**src/rtl/hazard_ctrl_pkg.sv**
```systemverilog
// hazard_ctrl_pkg: shared definitions for the pipeline hazard controller.
//   hz_state_e : FSM state encoding of hazard_ctrl
//   REG_ZERO   : architectural register $0, which never creates a dependency
package hazard_ctrl_pkg;

    typedef enum logic [1:0] {
        HZ_IDLE     = 2'b00,
        HZ_BR_HOLD  = 2'b01,
        HZ_MDU_WAIT = 2'b10
    } hz_state_e;

    localparam logic [4:0] REG_ZERO = 5'd0;

endpackage

```
**src/rtl/hazard_ctrl_match.sv**
```systemverilog
// hz_match: combinational source-operand vs destination-register comparator.
//   rs, rt         : source register fields of the instruction in ID
//   use_rs, use_rt : the ID instruction actually reads that operand
//   rd             : destination register of an older instruction
//   hit_rs, hit_rt : operand depends on rd (never true for $0)
module hz_match
    import hazard_ctrl_pkg::*;
(
    input  logic [4:0] rs,
    input  logic [4:0] rt,
    input  logic       use_rs,
    input  logic       use_rt,
    input  logic [4:0] rd,
    output logic       hit_rs,
    output logic       hit_rt
);

    logic rd_live;

    assign rd_live = (rd != REG_ZERO);
    assign hit_rs  = use_rs && (rs == rd) && rd_live;
    assign hit_rt  = use_rt && (rt == rd) && rd_live;

endmodule

```
**src/rtl/hazard_ctrl.sv**
```systemverilog
// hazard_ctrl: stall/flush scheduler for the 5-stage pipeline.
// Covers the hazards forwarding cannot: load-use into EXE, a branch/jr in ID
// reading a load result still in EXE or MEM, and an MDU instruction in ID
// while the multiplier/divider is busy.
//   clk, rstn         : clock, asynchronous active-low reset
//   IFID_*, ID_*      : operand fields and decode flags of the ID instruction
//   br_taken          : branch/jump in ID resolved taken
//   IDEXE_*, EXEMEM_* : destination / load info of the EXE and MEM instructions
//   mdu_busy          : multiplier/divider busy
//   PC_Wr, IFID_Wr    : pipeline front-end write enables
//   IFID_flush        : squash the wrong-path fetch
//   IDEXE_flush       : insert a bubble into EXE
//   stall             : any stall cause active this cycle
//   stall_cnt         : saturating count of stalled cycles
//   mdu_err           : sticky MDU watchdog error
//   dbg_state         : current FSM state
// Handshake: none; every control output is combinational from the current
// state and inputs, so it acts in the same cycle the hazard is seen.
module hazard_ctrl
    import hazard_ctrl_pkg::*;
#(
    parameter int MDU_TIMEOUT = 64,
    parameter int CNT_W       = 32
)(
    input  logic             clk,
    input  logic             rstn,
    input  logic [4:0]       IFID_rs,
    input  logic [4:0]       IFID_rt,
    input  logic             ID_use_rs,
    input  logic             ID_use_rt,
    input  logic             ID_branch,
    input  logic             ID_mdu,
    input  logic             br_taken,
    input  logic [4:0]       IDEXE_rd,
    input  logic             IDEXE_RFWr,
    input  logic             IDEXE_DMRd,
    input  logic [4:0]       EXEMEM_rd,
    input  logic             EXEMEM_DMRd,
    input  logic             mdu_busy,
    output logic             PC_Wr,
    output logic             IFID_Wr,
    output logic             IFID_flush,
    output logic             IDEXE_flush,
    output logic             stall,
    output logic [CNT_W-1:0] stall_cnt,
    output logic             mdu_err,
    output hz_state_e        dbg_state
);

    localparam int WDOG_W = $clog2(MDU_TIMEOUT + 1);

    hz_state_e         state, state_nxt;
    logic [WDOG_W-1:0] wdog;
    logic              stall_raw;
    logic              wdog_expire;

    logic exe_hit_rs, exe_hit_rt, mem_hit_rs, mem_hit_rt;
    logic hit_exe, hit_mem;
    logic mdu_h, br_ex, br_mem, lu_h;

    hz_match u_match_exe (
        .rs     (IFID_rs),
        .rt     (IFID_rt),
        .use_rs (ID_use_rs),
        .use_rt (ID_use_rt),
        .rd     (IDEXE_rd),
        .hit_rs (exe_hit_rs),
        .hit_rt (exe_hit_rt)
    );

    hz_match u_match_mem (
        .rs     (IFID_rs),
        .rt     (IFID_rt),
        .use_rs (ID_use_rs),
        .use_rt (ID_use_rt),
        .rd     (EXEMEM_rd),
        .hit_rs (mem_hit_rs),
        .hit_rt (mem_hit_rt)
    );

    assign hit_exe = exe_hit_rs || exe_hit_rt;
    assign hit_mem = mem_hit_rs || mem_hit_rt;

    assign mdu_h  = ID_mdu && mdu_busy;
    assign lu_h   = IDEXE_DMRd && IDEXE_RFWr && hit_exe;
    assign br_ex  = ID_branch && lu_h;
    assign br_mem = ID_branch && EXEMEM_DMRd && hit_mem;

    always_comb begin
        state_nxt   = state;
        stall_raw   = 1'b0;
        wdog_expire = 1'b0;
        case (state)
            HZ_IDLE: begin
                stall_raw = mdu_h || br_ex || br_mem || lu_h;
                if (mdu_h) begin
                    state_nxt = HZ_MDU_WAIT;
                end else if (br_ex) begin
                    state_nxt = HZ_BR_HOLD;
                end
            end
            HZ_BR_HOLD: begin
                // Second cycle of the load-in-EXE branch stall.
                stall_raw = 1'b1;
                state_nxt = HZ_IDLE;
            end
            HZ_MDU_WAIT: begin
                if (!mdu_busy) begin
                    state_nxt = HZ_IDLE;
                end else if (wdog == WDOG_W'(MDU_TIMEOUT)) begin
                    // Give up on the MDU and let the instruction go.
                    wdog_expire = 1'b1;
                    state_nxt   = HZ_IDLE;
                end else begin
                    stall_raw = 1'b1;
                end
            end
            default: begin
                state_nxt = HZ_IDLE;
            end
        endcase
    end

    // Held in reset the pipeline must run free regardless of hazard inputs.
    assign stall       = stall_raw && rstn;
    assign PC_Wr       = !stall;
    assign IFID_Wr     = !stall;
    assign IDEXE_flush = stall;
    assign IFID_flush  = !stall && br_taken;
    assign dbg_state   = state;

    always_ff @(posedge clk or negedge rstn) begin
        if (!rstn) begin
            state     <= HZ_IDLE;
            wdog      <= '0;
            stall_cnt <= '0;
            mdu_err   <= 1'b0;
        end else begin
            state <= state_nxt;
            // The detecting IDLE cycle is the first MDU stall cycle.
            if (state == HZ_IDLE && mdu_h) begin
                wdog <= WDOG_W'(1);
            end else if (state == HZ_MDU_WAIT && mdu_busy && !wdog_expire) begin
                wdog <= wdog + WDOG_W'(1);
            end
            if (wdog_expire) begin
                mdu_err <= 1'b1;
            end
            if (stall && (stall_cnt != {CNT_W{1'b1}})) begin
                stall_cnt <= stall_cnt + CNT_W'(1);
            end
        end
    end

endmodule

```
**config.mk**
```make
export PLATFORM = sky130hd
export DESIGN_NAME = hazard_ctrl
export DESIGN_NICKNAME = d
export VERILOG_FILES = /design/src/rtl/hazard_ctrl_pkg.sv /design/src/rtl/hazard_ctrl_match.sv /design/src/rtl/hazard_ctrl.sv
export SDC_FILE = /design/constraint.sdc
export NUM_CORES = 1
export LEC_CHECK = 0
export ABC_AREA = 0
export BUFFER_PORTS_ARGS = -buffer_cell sky130_fd_sc_hd__buf_2
export CAP_MARGIN = 40
export CORE_UTILIZATION = 25
export CTS_BUF_LIST = sky130_fd_sc_hd__clkbuf_8 sky130_fd_sc_hd__clkbuf_16
export DETAILED_ROUTE_END_ITERATION = 10
export GPL_ROUTABILITY_DRIVEN = 0
export SYNTH_ARGS = -nofsm -noshare
export SYNTH_HDL_FRONTEND = slang
export SYNTH_SLANG_ARGS = --single-unit
```
**constraint.sdc**
```tcl
create_clock -name clk -period 1.9 [get_ports clk]
set_input_delay 0.285 -clock clk [delete_from_list [all_inputs] [get_ports clk]]
set_output_delay 0.285 -clock clk [all_outputs]
set_load 0.02 [all_outputs]
```
### Word-level counts from Yosys, hierarchy flattened

Cells that the tools add are included.

| cells by class | value |
|---|---|
| reduce and logical (&&, ||, !) cells | 32 |
| bitwise gates (word level) | 0 |
| eq/ne operators | 10 |
| multiplexer cells | 13 |
| shifts and indexed selects | 0 |
| divide/modulo/power cells | 0 |
| $add $sub $neg | 2 |
| $lt $le $gt $ge | 0 |
| multipliers | 0 |

Operators by type and width:

| cell | number |
|---|---|
| adder 32 x 1 -> 32 bit (second input constant) | 1 |
| inequality test 32 bit (second input constant) | 1 |
| equality test 5 bit | 4 |
| logical AND 1 bit | 20 |
| two-way mux 7 bit | 2 |
| nonzero test 5 bit | 2 |
| two-way mux 2 bit | 4 |
| adder 7 x 1 -> 7 bit (second input constant) | 1 |
| equality test 7 bit (second input constant) | 1 |
| inequality test 3 bit (second input constant) | 2 |
| logical OR 1 bit | 5 |
| two-way mux 1 bit | 5 |
| one-hot mux 2 bit (2 select lines) | 1 |
| one-hot mux 1 bit (3 select lines) | 1 |
| equality test 2 x 1 -> 1 bit (second input constant) | 1 |
| equality test 2 bit (second input constant) | 1 |
| logical NOT 1 bit | 2 |
| logical NOT 2 bit | 1 |
| AND reduction 2 bit | 1 |
| nonzero test 2 bit | 1 |

| word-level totals | value |
|---|---|
| input port bits | 31 |
| bits in latches | 0 |
| register bits | 42 |
| output and inout port bits | 40 |
| memories kept | 0 |
| RAM bits | 0 |
| word-level logic and storage cells | 61 |
| memory bits (read-only) | 0 |

### Logic depth before layout (Yosys ltp)

Gate-level depths: netlist of run 1.

| depth | value |
|---|---|
| word-level depth | 13 |
| depth in mapped cells | 9 |
| mapped depth without buffers | 8 |

### By module

From an unflattened synthesis of run 1, not the netlist that was laid out.

| unflattened totals | value |
|---|---|
| cells, all modules | 223 |
| area total of the unflattened synthesis | 2,413.6 µm² |

Modules (own cells, without submodules):

| module | instances | cells each | sequential area each (µm²) | area each (µm²) |
|---|---|---|---|---|
| hazard_ctrl | 1 | 191 | 1,051.0 | 2,165.8 |
| hz_match | 2 | 16 | 0.0 | 123.9 |

### Worst setup path before layout of run 1

No wires, ideal clock.

| path | value |
|---|---|
| path type | register -> output |
| start point | register state[0] (netlist: dbg_state[0]) |
| end point | output stall |
| arrival | 1.830 ns |
| slack | -0.215 ns |
| buffers on the path | 2 |
| data required time | 1.615 ns |
| stages on the path, launching flop included | 8 |
| path through | dfrtp_1 > nand3b_1 > a31oi_2 > o21ai_0 > a31o_2 > inv_2 > buf_6 > buf_4 |

| between the ends | value |
|---|---|
| longest elaborated chain between the ends | 3 |
| elaborated cells on any way between the ends | 5 |
| classes of those cells | 2 x eq/ne; 1 x mux; 2 x reduce/logical |

RTL lines:

| item | RTL line | source |
|---|---|---|
| from (decl) | hazard_ctrl.sv:52 | `hz_state_e state, state_nxt;` |
| from (signal assigned) | hazard_ctrl.sv:139 | `state <= state_nxt;` |
| equality test 2 bit, or another cell as far along | hazard_ctrl.sv:93 | `case (state)` |
| one-hot mux 1 bit (3 select lines) * | hazard_ctrl.sv:93 |  |
| logical AND 1 bit * | hazard_ctrl.sv:125 | `assign stall = stall_raw && rstn;` |
| to (decl) | hazard_ctrl.sv:44 | `output logic stall,` |

Mark *: on every way between the ends. The rest lies on a longest branch, timed or not.

### Final worst setup path of run 1

| path | value |
|---|---|
| start point | input EXEMEM_rd[0] |
| end point | output stall |

| between the ends | value |
|---|---|
| longest elaborated chain between the ends | 9 |
| elaborated cells on any way between the ends | 13 |
| classes of those cells | 2 x eq/ne; 1 x mux; 10 x reduce/logical |

RTL lines:

| item | RTL line | source |
|---|---|---|
| from (decl) | hazard_ctrl.sv:37 | `input logic [4:0] EXEMEM_rd,` |
| equality test 5 bit, on equally long branches | hazard_ctrl_match.sv:21, hazard_ctrl_match.sv:22 |  |
| logical AND 1 bit, on equally long branches (2 in series) | hazard_ctrl_match.sv:21, hazard_ctrl_match.sv:22 |  |
| logical OR 1 bit * | hazard_ctrl.sv:82 | `assign hit_mem = mem_hit_rs \|\| mem_hit_rt;` |
| logical AND 1 bit * | hazard_ctrl.sv:87 | `assign br_mem = ID_branch && EXEMEM_DMRd && hit_mem;` |
| logical OR 1 bit * (2 in series) | hazard_ctrl.sv:95 | `stall_raw = mdu_h \|\| br_ex \|\| br_mem \|\| lu_h;` |
| one-hot mux 1 bit (3 select lines) * | hazard_ctrl.sv:93 |  |
| logical AND 1 bit * | hazard_ctrl.sv:125 |  |

Marks and branches as above.

==> results.txt, run 1 <==
Fin. Hold Viols -> 0
WP buf/inv -> 3
Cell Pwr Density -> 720 mW/mm2
Ant. Diodes -> 0
slowest stage cell, crit path -> or3_1
R2R Path End -> stall_cnt[29]
root buffer cell -> clkbuf_8
Remaining Overflow, GRT -> 0
Slew @ Worst Pin -> 0.548 ns
Final ANT Viol Nets -> 0
number of antenna violations at the first check in global routing -> 0
Async S/R FF share, synth -> 100%
syn avg cell area -> 10.2 um2
Syn Inst Count -> 230
peak per-stage delay on the critical path -> 0.37 ns
die area -> 0.00982 mm2
most common cell in the synthesized netlist -> xnor2_1
register area -> 0.00106 mm2
CP Cell Sequence -> buf_2 > or3_1 > o311a_1 > a221oi_2 > a31o_4 > inv_2 > buf_4
Final Max Slew Viols -> 0
die height -> 99.1 um
clock buffer depth -> 2
reg2reg setup slack -> -0.04 ns
total number of vias -> 2186
ys flop type -> dfrtp_1
Setup crit start kind -> input port
total global routing track utilization -> 12.8%
Setup CP Type -> in2out
CTS Sinks -> 42
CP max FO -> 8
WL final -> 6.26 mm
Crit Reg-Reg Startpoint -> stall_cnt[6]
IO Count -> 71
Post-Syn Nets -> 264
First-pass DRT Iterations -> 4
Final setup violation count -> 8
synthesis-stage register bit count -> 42
max-cap check violation count -> 0
Peak supply drop -> 0.550 mV
Initial Utilization -> 25.6%
violated checks -> setup timing
clk_skew -> 0.00833 ns
Layout Utilization -> 37.5%
hpwl dp -> 4.68 mm
ranking of synthesized cells by area -> dfrtp_1 45%, xnor2_1 16%, nand4_1 5.6%
Syn Std Cell Area -> 0.00236 mm2
Synthesis Warnings -> 0
ratio of final minimum period to clock period -> 109%
Die Wd -> 99.1 um
area share of the largest cell type after synthesis -> 44.6%
Setup TNS Final -> -0.809 ns
Nets -> 391
Post-synth EDFFs -> 0
DR iter-0 viols -> 107
core area -> 0.00920 mm2
setup ws final -> -0.163 ns
Slew HR -> 63.5%
Num CTS Buffers -> 5
library cells used by synthesis -> 39
std cell rows -> 35
top cells by count, synth -> 43 x xnor2_1, 42 x dfrtp_1, 21 x nand4_1
Crit. End Element -> output pin
I/O Buffers -> 70
Area Growth Syn to Fin -> 46.3%
Fill cells -> 935
Worst Path Required -> 1.62 ns
first-pass GRT wire length -> 9.97 mm
RSZ-0062 raised after global routing -> true
post-synthesis sequential area ratio -> 44.6%
Leak -> 1.70 nW
CP delay by family, top -> compound AO/OA/AOI/OAI gates
Vias/cell -> 4.66
# DRC -> 0
hold_buf cts -> 0
Multi-input gate area -> 0.00132 mm2
hold crit path type -> in2async
Data arrival, critical path -> 1.78 ns
outcome -> finished with violations
CTS tree -> yes
minimum clock period after layout -> 2.06 ns
r2r worst-path depth -> 8
Routed wire per std cell -> 13.4 um
H-tree depth -> 2
Clock transition at path regs -> 0.09 ns
vias in the first global route -> 2073
Peak Freq -> 485 MHz
clk_lat worst skew -> 0.30 ns
fraction of layout cells with a size suffix above 1 -> 45.0%
largest net degree at the start of global routing -> 43
largest area contributor in the netlist -> dfrtp_1
==> worst max-delay path by stage <==
stage	from	end	slack, ns	depth (start not counted)
floorplan	EXEMEM_rd[0]	stall_cnt[1]	-0.18	7
global placement	EXEMEM_rd[0]	stall_cnt[1]	-0.26	8
detailed placement	EXEMEM_rd[0]	stall_cnt[1]	-0.29	8
CTS	EXEMEM_rd[0]	IFID_flush	-0.18	7
global route	wdog[5]	stall	-0.27	7
finish	EXEMEM_rd[0]	stall	-0.16	7
==> flip-flops by register name, indices dropped and copies added (netlist names) <==
| register | cells |
|---|---|
| dbg_state | 2 |
| mdu_err | 1 |
| stall_cnt | 32 |
| wdog | 7 |
==> final cells by class <==
cell class	count	share of cell area, %
clock buffer	5	1.99
clock inverter	3	1.31
inverter	6	0.653
multi-input combinational	175	38.1
sequential	42	30.6
tap	111	4.03
timing repair buffer	127	23.2
==> logic make-up (layout without fill, tap and decap cells) <==
family,count (synthesis),count (layout),synth area share (%)
AO/OA/AOI/OAI,15,15,5.15
multiplexers,1,1,0.478
XOR/XNOR,54,54,20.1
flip-flops,42,42,44.6
AND/OR/NAND/NOR,102,102,24.8
adder cells (fa/ha/maj),3,3,1.59
buffers and inverters,13,141,3.34
==> metal layers <==
metal / share of wire [%] / up-vias / track usage [%]
met1: 46 / 1051 / 16.8
met3: 4.7 / 6 / 2.60
met5: 0 / - / 0
met4: 0.94 / 0 / 3.39
li1: - / 1069 / -
met2: 48 / 60 / 21.5
==> report_power, final <==
group / switching [mW] / internal, mW / total, mW
registers: 0.0545 / 0.969 / 1.02
clock network: 0.345 / 0.391 / 0.736
logic: 0.369 / 0.355 / 0.724
total: 0.768 / 1.72 / 2.48
==> cell usage in the layout (no fill, tap or decap), types with 2 or more instances in the layout <==
| master | instances |
|---|---|
| nand2_1 | 11 |
| xor2_1 | 11 |
| buf_2 | 65 |
| xnor2_1 | 42 |
| and3_1 | 15 |
| nand3_1 | 18 |
| buf_4 | 59 |
| or3_1 | 2 |
| inv_1 | 5 |
| and2_1 | 5 |
| nand4_1 | 21 |
| dfrtp_2 | 5 |
| clkbuf_8 | 5 |
| buf_6 | 3 |
| nor4_2 | 3 |
| nor2_1 | 9 |
| and4_1 | 2 |
| a21oi_1 | 2 |
| dfrtp_1 | 37 |
| clkinvlp_4 | 2 |
| ha_1 | 3 |
| nor3_1 | 3 |
==> stage by stage <==
step	hold WS [ns]	instances	area (um2)	setup slack [ns]	power (mW)
floorplan	-0.0106	230	2400	-0.185	1.38
finish	0.0873	469	3450	-0.163	2.48
detailed placement	0.445	447	3150	-0.286	1.68
global placement	0.449	447	3150	-0.263	1.67
global route	0.138	469	3450	-0.267	2.61
CTS	0.111	459	3310	-0.179	2.47
==> repair_timing <==
item,CTS,global route
gates resized for setup,4,17
setup buffers,4,10
pin swaps,4,10
setup endpoints to repair,7,36
hold endpoints to repair,0,0
Power figures use the tool's default switching activity.
==> inputs of run 2 (changes only) <==
--- a/config.mk
+++ b/config.mk
@@ -12,6 +12,7 @@
 export CTS_BUF_LIST = sky130_fd_sc_hd__clkbuf_8 sky130_fd_sc_hd__clkbuf_16
 export DETAILED_ROUTE_END_ITERATION = 10
 export GPL_ROUTABILITY_DRIVEN = 0
+export SETUP_SLACK_MARGIN = 0.4
 export SYNTH_ARGS = -nofsm -noshare
 export SYNTH_HDL_FRONTEND = slang
 export SYNTH_SLANG_ARGS = --single-unit
==> results.txt, run 2 (same netlist as run 1, synthesis figures left out) <==
Final setup violation count -> 9
Slew @ Worst Pin -> 0.542 ns
CP Cell Sequence -> buf_6 > or3_1 > o311a_1 > a221oi_2 > a31o_4 > and2_2 > buf_6
slowest stage cell, crit path -> or3_1
outcome -> finished with violations
CP delay by family, top -> compound AO/OA/AOI/OAI gates
clk_skew -> 0.0150 ns
Peak Freq -> 474 MHz
root buffer cell -> clkbuf_8
Layout Utilization -> 41.2%
largest net degree at the start of global routing -> 43
fraction of layout cells with a size suffix above 1 -> 53.5%
violated checks -> DRC, setup timing
WP buf/inv -> 2
total global routing track utilization -> 12.8%
first-pass GRT wire length -> 10.2 mm
Num CTS Buffers -> 5
CP max FO -> 3
peak per-stage delay on the critical path -> 0.37 ns
Leak -> 1.85 nW
die height -> 99.1 um
Area Growth Syn to Fin -> 60.7%
Routed wire per std cell -> 13.9 um
Vias/cell -> 4.67
Setup crit start kind -> input port
number of antenna violations at the first check in global routing -> 0
Crit Reg-Reg Startpoint -> stall_cnt[6]
Initial Utilization -> 25.6%
leading cell types in the layout, fill and taps excluded -> 64 x buf_2, 43 x buf_4, 37 x dfrtp_1
minimum clock period after layout -> 2.11 ns
Remaining Overflow, GRT -> 0
Cell Pwr Density -> 644 mW/mm2
Top reg by flops -> stall_cnt
Nets -> 390
WL final -> 6.48 mm
First-pass DRT Iterations -> 7
core area -> 0.00920 mm2
max-cap check violation count -> 0
Peak supply drop -> 0.338 mV
RSZ-0062 raised after global routing -> true
Ant. Diodes -> 0
IO Count -> 71
Setup CP Type -> in2out
Clock transition at path regs -> 0.09 ns
setup ws final -> -0.210 ns
reg2reg setup slack -> -0.02 ns
most common cell after layout, fill and taps aside -> buf_2
Final ANT Viol Nets -> 0
H-tree depth -> 2
clock buffer depth -> 2
ratio of final minimum period to clock period -> 111%
Setup WS pre-CTS -> -0.274 ns
hold crit path type -> in2async
# DRC -> 2
Fin. Hold Viols -> 0
worst setup path endpoint -> IFID_flush
std cell rows -> 35
vias in the first global route -> 2219
hpwl dp -> 4.61 mm
Largest register FFs -> 32
crit path from -> EXEMEM_rd[0]
die area -> 0.00982 mm2
Final Max Slew Viols -> 0
total number of vias -> 2187
R2R Path End -> stall_cnt[20]
DR iter-0 viols -> 47
WP depth -> 7
Data arrival, critical path -> 1.83 ns
Setup TNS Final -> -0.951 ns
clk_lat worst skew -> 0.30 ns
I/O Buffers -> 70
CTS Sinks -> 42
Slew HR -> 63.9%
Fin Hold WS -> 0.0883 ns
Crit. End Element -> output pin
Worst Path Required -> 1.62 ns
CTS tree -> yes
r2r worst-path depth -> 8
Most Frequent Cell on Critical Path -> buf_6
Die Wd -> 99.1 um
-- run 2: cell count changes in the layout (fill, tap and decap cells not counted), sizes merged --
| cell | previous run | this run |
|---|---|---|
| bufinv | 1 | 0 |
| clkinvlp | 2 | 0 |
| buf | 127 | 124 |
| clkinv | 0 | 2 |
| clkbuf | 5 | 7 |
| inv | 6 | 7 |
-- run 2: metal layers --
metal | vias up | wire [um] | global-route usage, %
met5 | - | 0 | 0
met4 | 0 | 65 | 3.05
met3 | 9 | 290 | 3.87
met2 | 32 | 3280 | 22.2
met1 | 1065 | 2850 | 15.7
li1 | 1081 | - | -
-- run 2: per-stage QoR --
step | total power [mW] | std cells | instance area (um2)
2_1_floorplan | 1.40 | 230 | 2430
3_3_place_gp | 1.66 | 443 | 3150
3_5_place_dp | 1.66 | 443 | 3150
4_1_cts | 2.29 | 456 | 3360
5_1_grt | 2.58 | 468 | 3790
6_report | 2.44 | 468 | 3790
-- run 2: power breakdown --
| part | total [mW] | switching, mW | internal [mW] |
|---|---|---|---|
| clock network | 0.578 | 0.323 | 0.254 |
| registers | 1.05 | 0.0791 | 0.970 |
| logic | 0.814 | 0.418 | 0.396 |
-- run 2: worst min-delay path by stage --
stage                          endpoint  slack [ns]  cells past startpoint
after floorplan            dbg_state[0]       -0.01                      0
after global placement    stall_cnt[30]        0.44                      2
after detailed placement  stall_cnt[31]        0.45                      2
after CTS                 stall_cnt[31]        0.11                      2
after global routing      stall_cnt[31]        0.13                      2
final                     stall_cnt[31]        0.09                      2
-- run 2: area by class of cell --
type | count | area (um2)
Fill cell | 882 | 5410
Multi-Input combinational cell | 175 | 1570
Sequential cell | 42 | 1060
Timing Repair Buffer | 126 | 906
Tap cell | 111 | 139
Clock buffer | 5 | 68.8
Inverter | 6 | 25.0
Clock inverter | 3 | 17.5
-- run 2: timing repair --
action	4_1_cts	5_1_grt
hold buffers	0	0
gates cloned	0	3
buffers inserted	5	9
pin swaps	6	53
gates resized for setup	22	60
setup endpoints to repair	43	43
==> inputs of run 3 (changes only) <==
--- a/config.mk
+++ b/config.mk
@@ -8,10 +8,13 @@
 export ABC_AREA = 0
 export BUFFER_PORTS_ARGS = -buffer_cell sky130_fd_sc_hd__buf_2
 export CAP_MARGIN = 40
+export CELL_PAD_IN_SITES_DETAIL_PLACEMENT = 0
+export CELL_PAD_IN_SITES_GLOBAL_PLACEMENT = 1
 export CORE_UTILIZATION = 25
 export CTS_BUF_LIST = sky130_fd_sc_hd__clkbuf_8 sky130_fd_sc_hd__clkbuf_16
 export DETAILED_ROUTE_END_ITERATION = 10
 export GPL_ROUTABILITY_DRIVEN = 0
+export PLACE_DENSITY_LB_ADDON = 0.1
 export SETUP_SLACK_MARGIN = 0.4
 export SYNTH_ARGS = -nofsm -noshare
 export SYNTH_HDL_FRONTEND = slang
==> results.txt, run 3 (same netlist as run 1, synthesis figures left out) <==
CP max FO -> 4
Top reg by flops -> stall_cnt
max-cap check violation count -> 0
Largest register FFs -> 32
Final ANT Viol Nets -> 0
leading cell types in the layout, fill and taps excluded -> 60 x buf_2, 49 x buf_4, 37 x xnor2_1, 37 x dfrtp_1, 21 x nand4_1
outcome -> finished with violations
Initial Utilization -> 25.6%
Cell Pwr Density -> 679 mW/mm2
core area -> 0.00920 mm2
die area -> 0.00982 mm2
CTS tree -> yes
hold crit path type -> in2async
Num CTS Buffers -> 5
minimum clock period after layout -> 2.13 ns
Nets -> 396
hpwl dp -> 4.92 mm
number of antenna violations at the first check in global routing -> 0
r2r worst-path depth -> 10
Multi-input gate area -> 0.00152 mm2
ratio of final minimum period to clock period -> 112%
CTS Sinks -> 42
fraction of layout cells with a size suffix above 1 -> 51.2%
routed wire length on met2 -> 3.12 mm
Clock transition at path regs -> 0.08 ns
Setup TNS Final -> -3.30 ns
RSZ-0062 raised after global routing -> true
most common cell after layout, fill and taps aside -> buf_2
Fill cells -> 941
IO Count -> 71
Slew HR -> 61.5%
Setup CP Type -> in2out
Leak -> 1.86 nW
post-route insts no fill -> 474
Slew @ Worst Pin -> 0.577 ns
Crit. End Element -> output pin
DR iter-0 viols -> 44
First-pass DRT Iterations -> 4
total number of vias -> 2158
Worst Path Required -> 1.62 ns
hold_buf cts -> 0
Layout Utilization -> 41.6%
vias in the first global route -> 2296
clk_skew -> 0.0131 ns
Vias/cell -> 4.55
met3 WL -> 324 um
placed cells -> 454
largest net degree at the start of global routing -> 43
root buffer cell -> clkbuf_8
total global routing track utilization -> 14.4%
I/O Buffers -> 70
Setup crit start kind -> input port
Highest Signal Layer -> met4
clock buffer depth -> 2
first-pass GRT wire length -> 11.2 mm
std cell rows -> 35
violated checks -> setup timing
H-tree depth -> 2
Peak Freq -> 468 MHz
Peak supply drop -> 0.448 mV
WL final -> 6.46 mm
Final setup violation count -> 36
die height -> 99.1 um
met1 wire length -> 2.99 mm
Data arrival, critical path -> 1.85 ns
# DRC -> 0
Routed wire per std cell -> 13.6 um
Area Growth Syn to Fin -> 62.2%
Fin. Hold Viols -> 0
Ant. Diodes -> 0
register area -> 0.00106 mm2
Final Max Slew Viols -> 0
setup ws final -> -0.235 ns
Remaining Overflow, GRT -> 0
Die Wd -> 99.1 um
clk_lat worst skew -> 0.29 ns
==> run 3: area by class of cell <==
class	instances	area share, %
timing repair buffer	132	25.0
sequential	42	27.7
inverter	6	0.786
clock inverter	2	0.884
tap	111	3.63
clock buffer	6	2.16
multi-input combinational	175	39.8
==> run 3: what timing repair did <==
item | in CTS | in global routing
buffers inserted | 10 | 2
pin swaps | 27 | 15
endpoints found under the setup margin | 43 | 45
hold endpoints to repair | 0 | 0
gates resized for setup | 55 | 18
==> run 3: stage by stage <==
stage	worst slack, ns	total power [mW]	hold WS, ns	area [um2]
final	-0.235	2.59	0.152	3820
after global routing	-0.257	2.77	0.183	3820
after CTS	-0.215	2.58	0.171	3690
after detailed placement	-0.358	1.72	0.460	3260
after global placement	-0.326	1.72	0.473	3260
after floorplan	-0.144	1.40	-0.0106	2430
==> run 3: path summary, 6_finish.rpt <==
path / start / to / slack (ns)
worst max-delay path: EXEMEM_rd[0] / IDEXE_flush / -0.23
worst min-delay path: rstn / stall_cnt[28] / 0.15
worst max register to register: dbg_state[0] / stall_cnt[9] / -0.07
worst min register to register: stall_cnt[30] / stall_cnt[30] / 0.48
max in group asynchronous: rstn / dbg_state[0] / 1.31
min in group clk: ID_branch / dbg_state[0] / 0.25
==> run 3: worst max-delay path, stage by stage <==
cell and delay (ns):
buf_6 0.09, or3_4 0.38, o311a_1 0.30, a221oi_2 0.30, a31o_4 0.23, buf_12 0.11, inv_8 0.03, buf_6 0.12
==> run 3: layer usage <==
layer | vias up | track usage [%]
met4 | 0 | 2.71
met3 | 2 | 3.30
met1 | 1021 | 18.8
li1 | 1089 | -
met2 | 46 | 24.4
met5 | - | 0
==> run 3: report_power, final <==
group          switching, mW  internal [mW]  total (mW)  leakage [nW]
registers             0.0595          0.969        1.03         0.565
clock network          0.300          0.423       0.724        0.0626
logic                  0.414          0.429       0.842          1.23
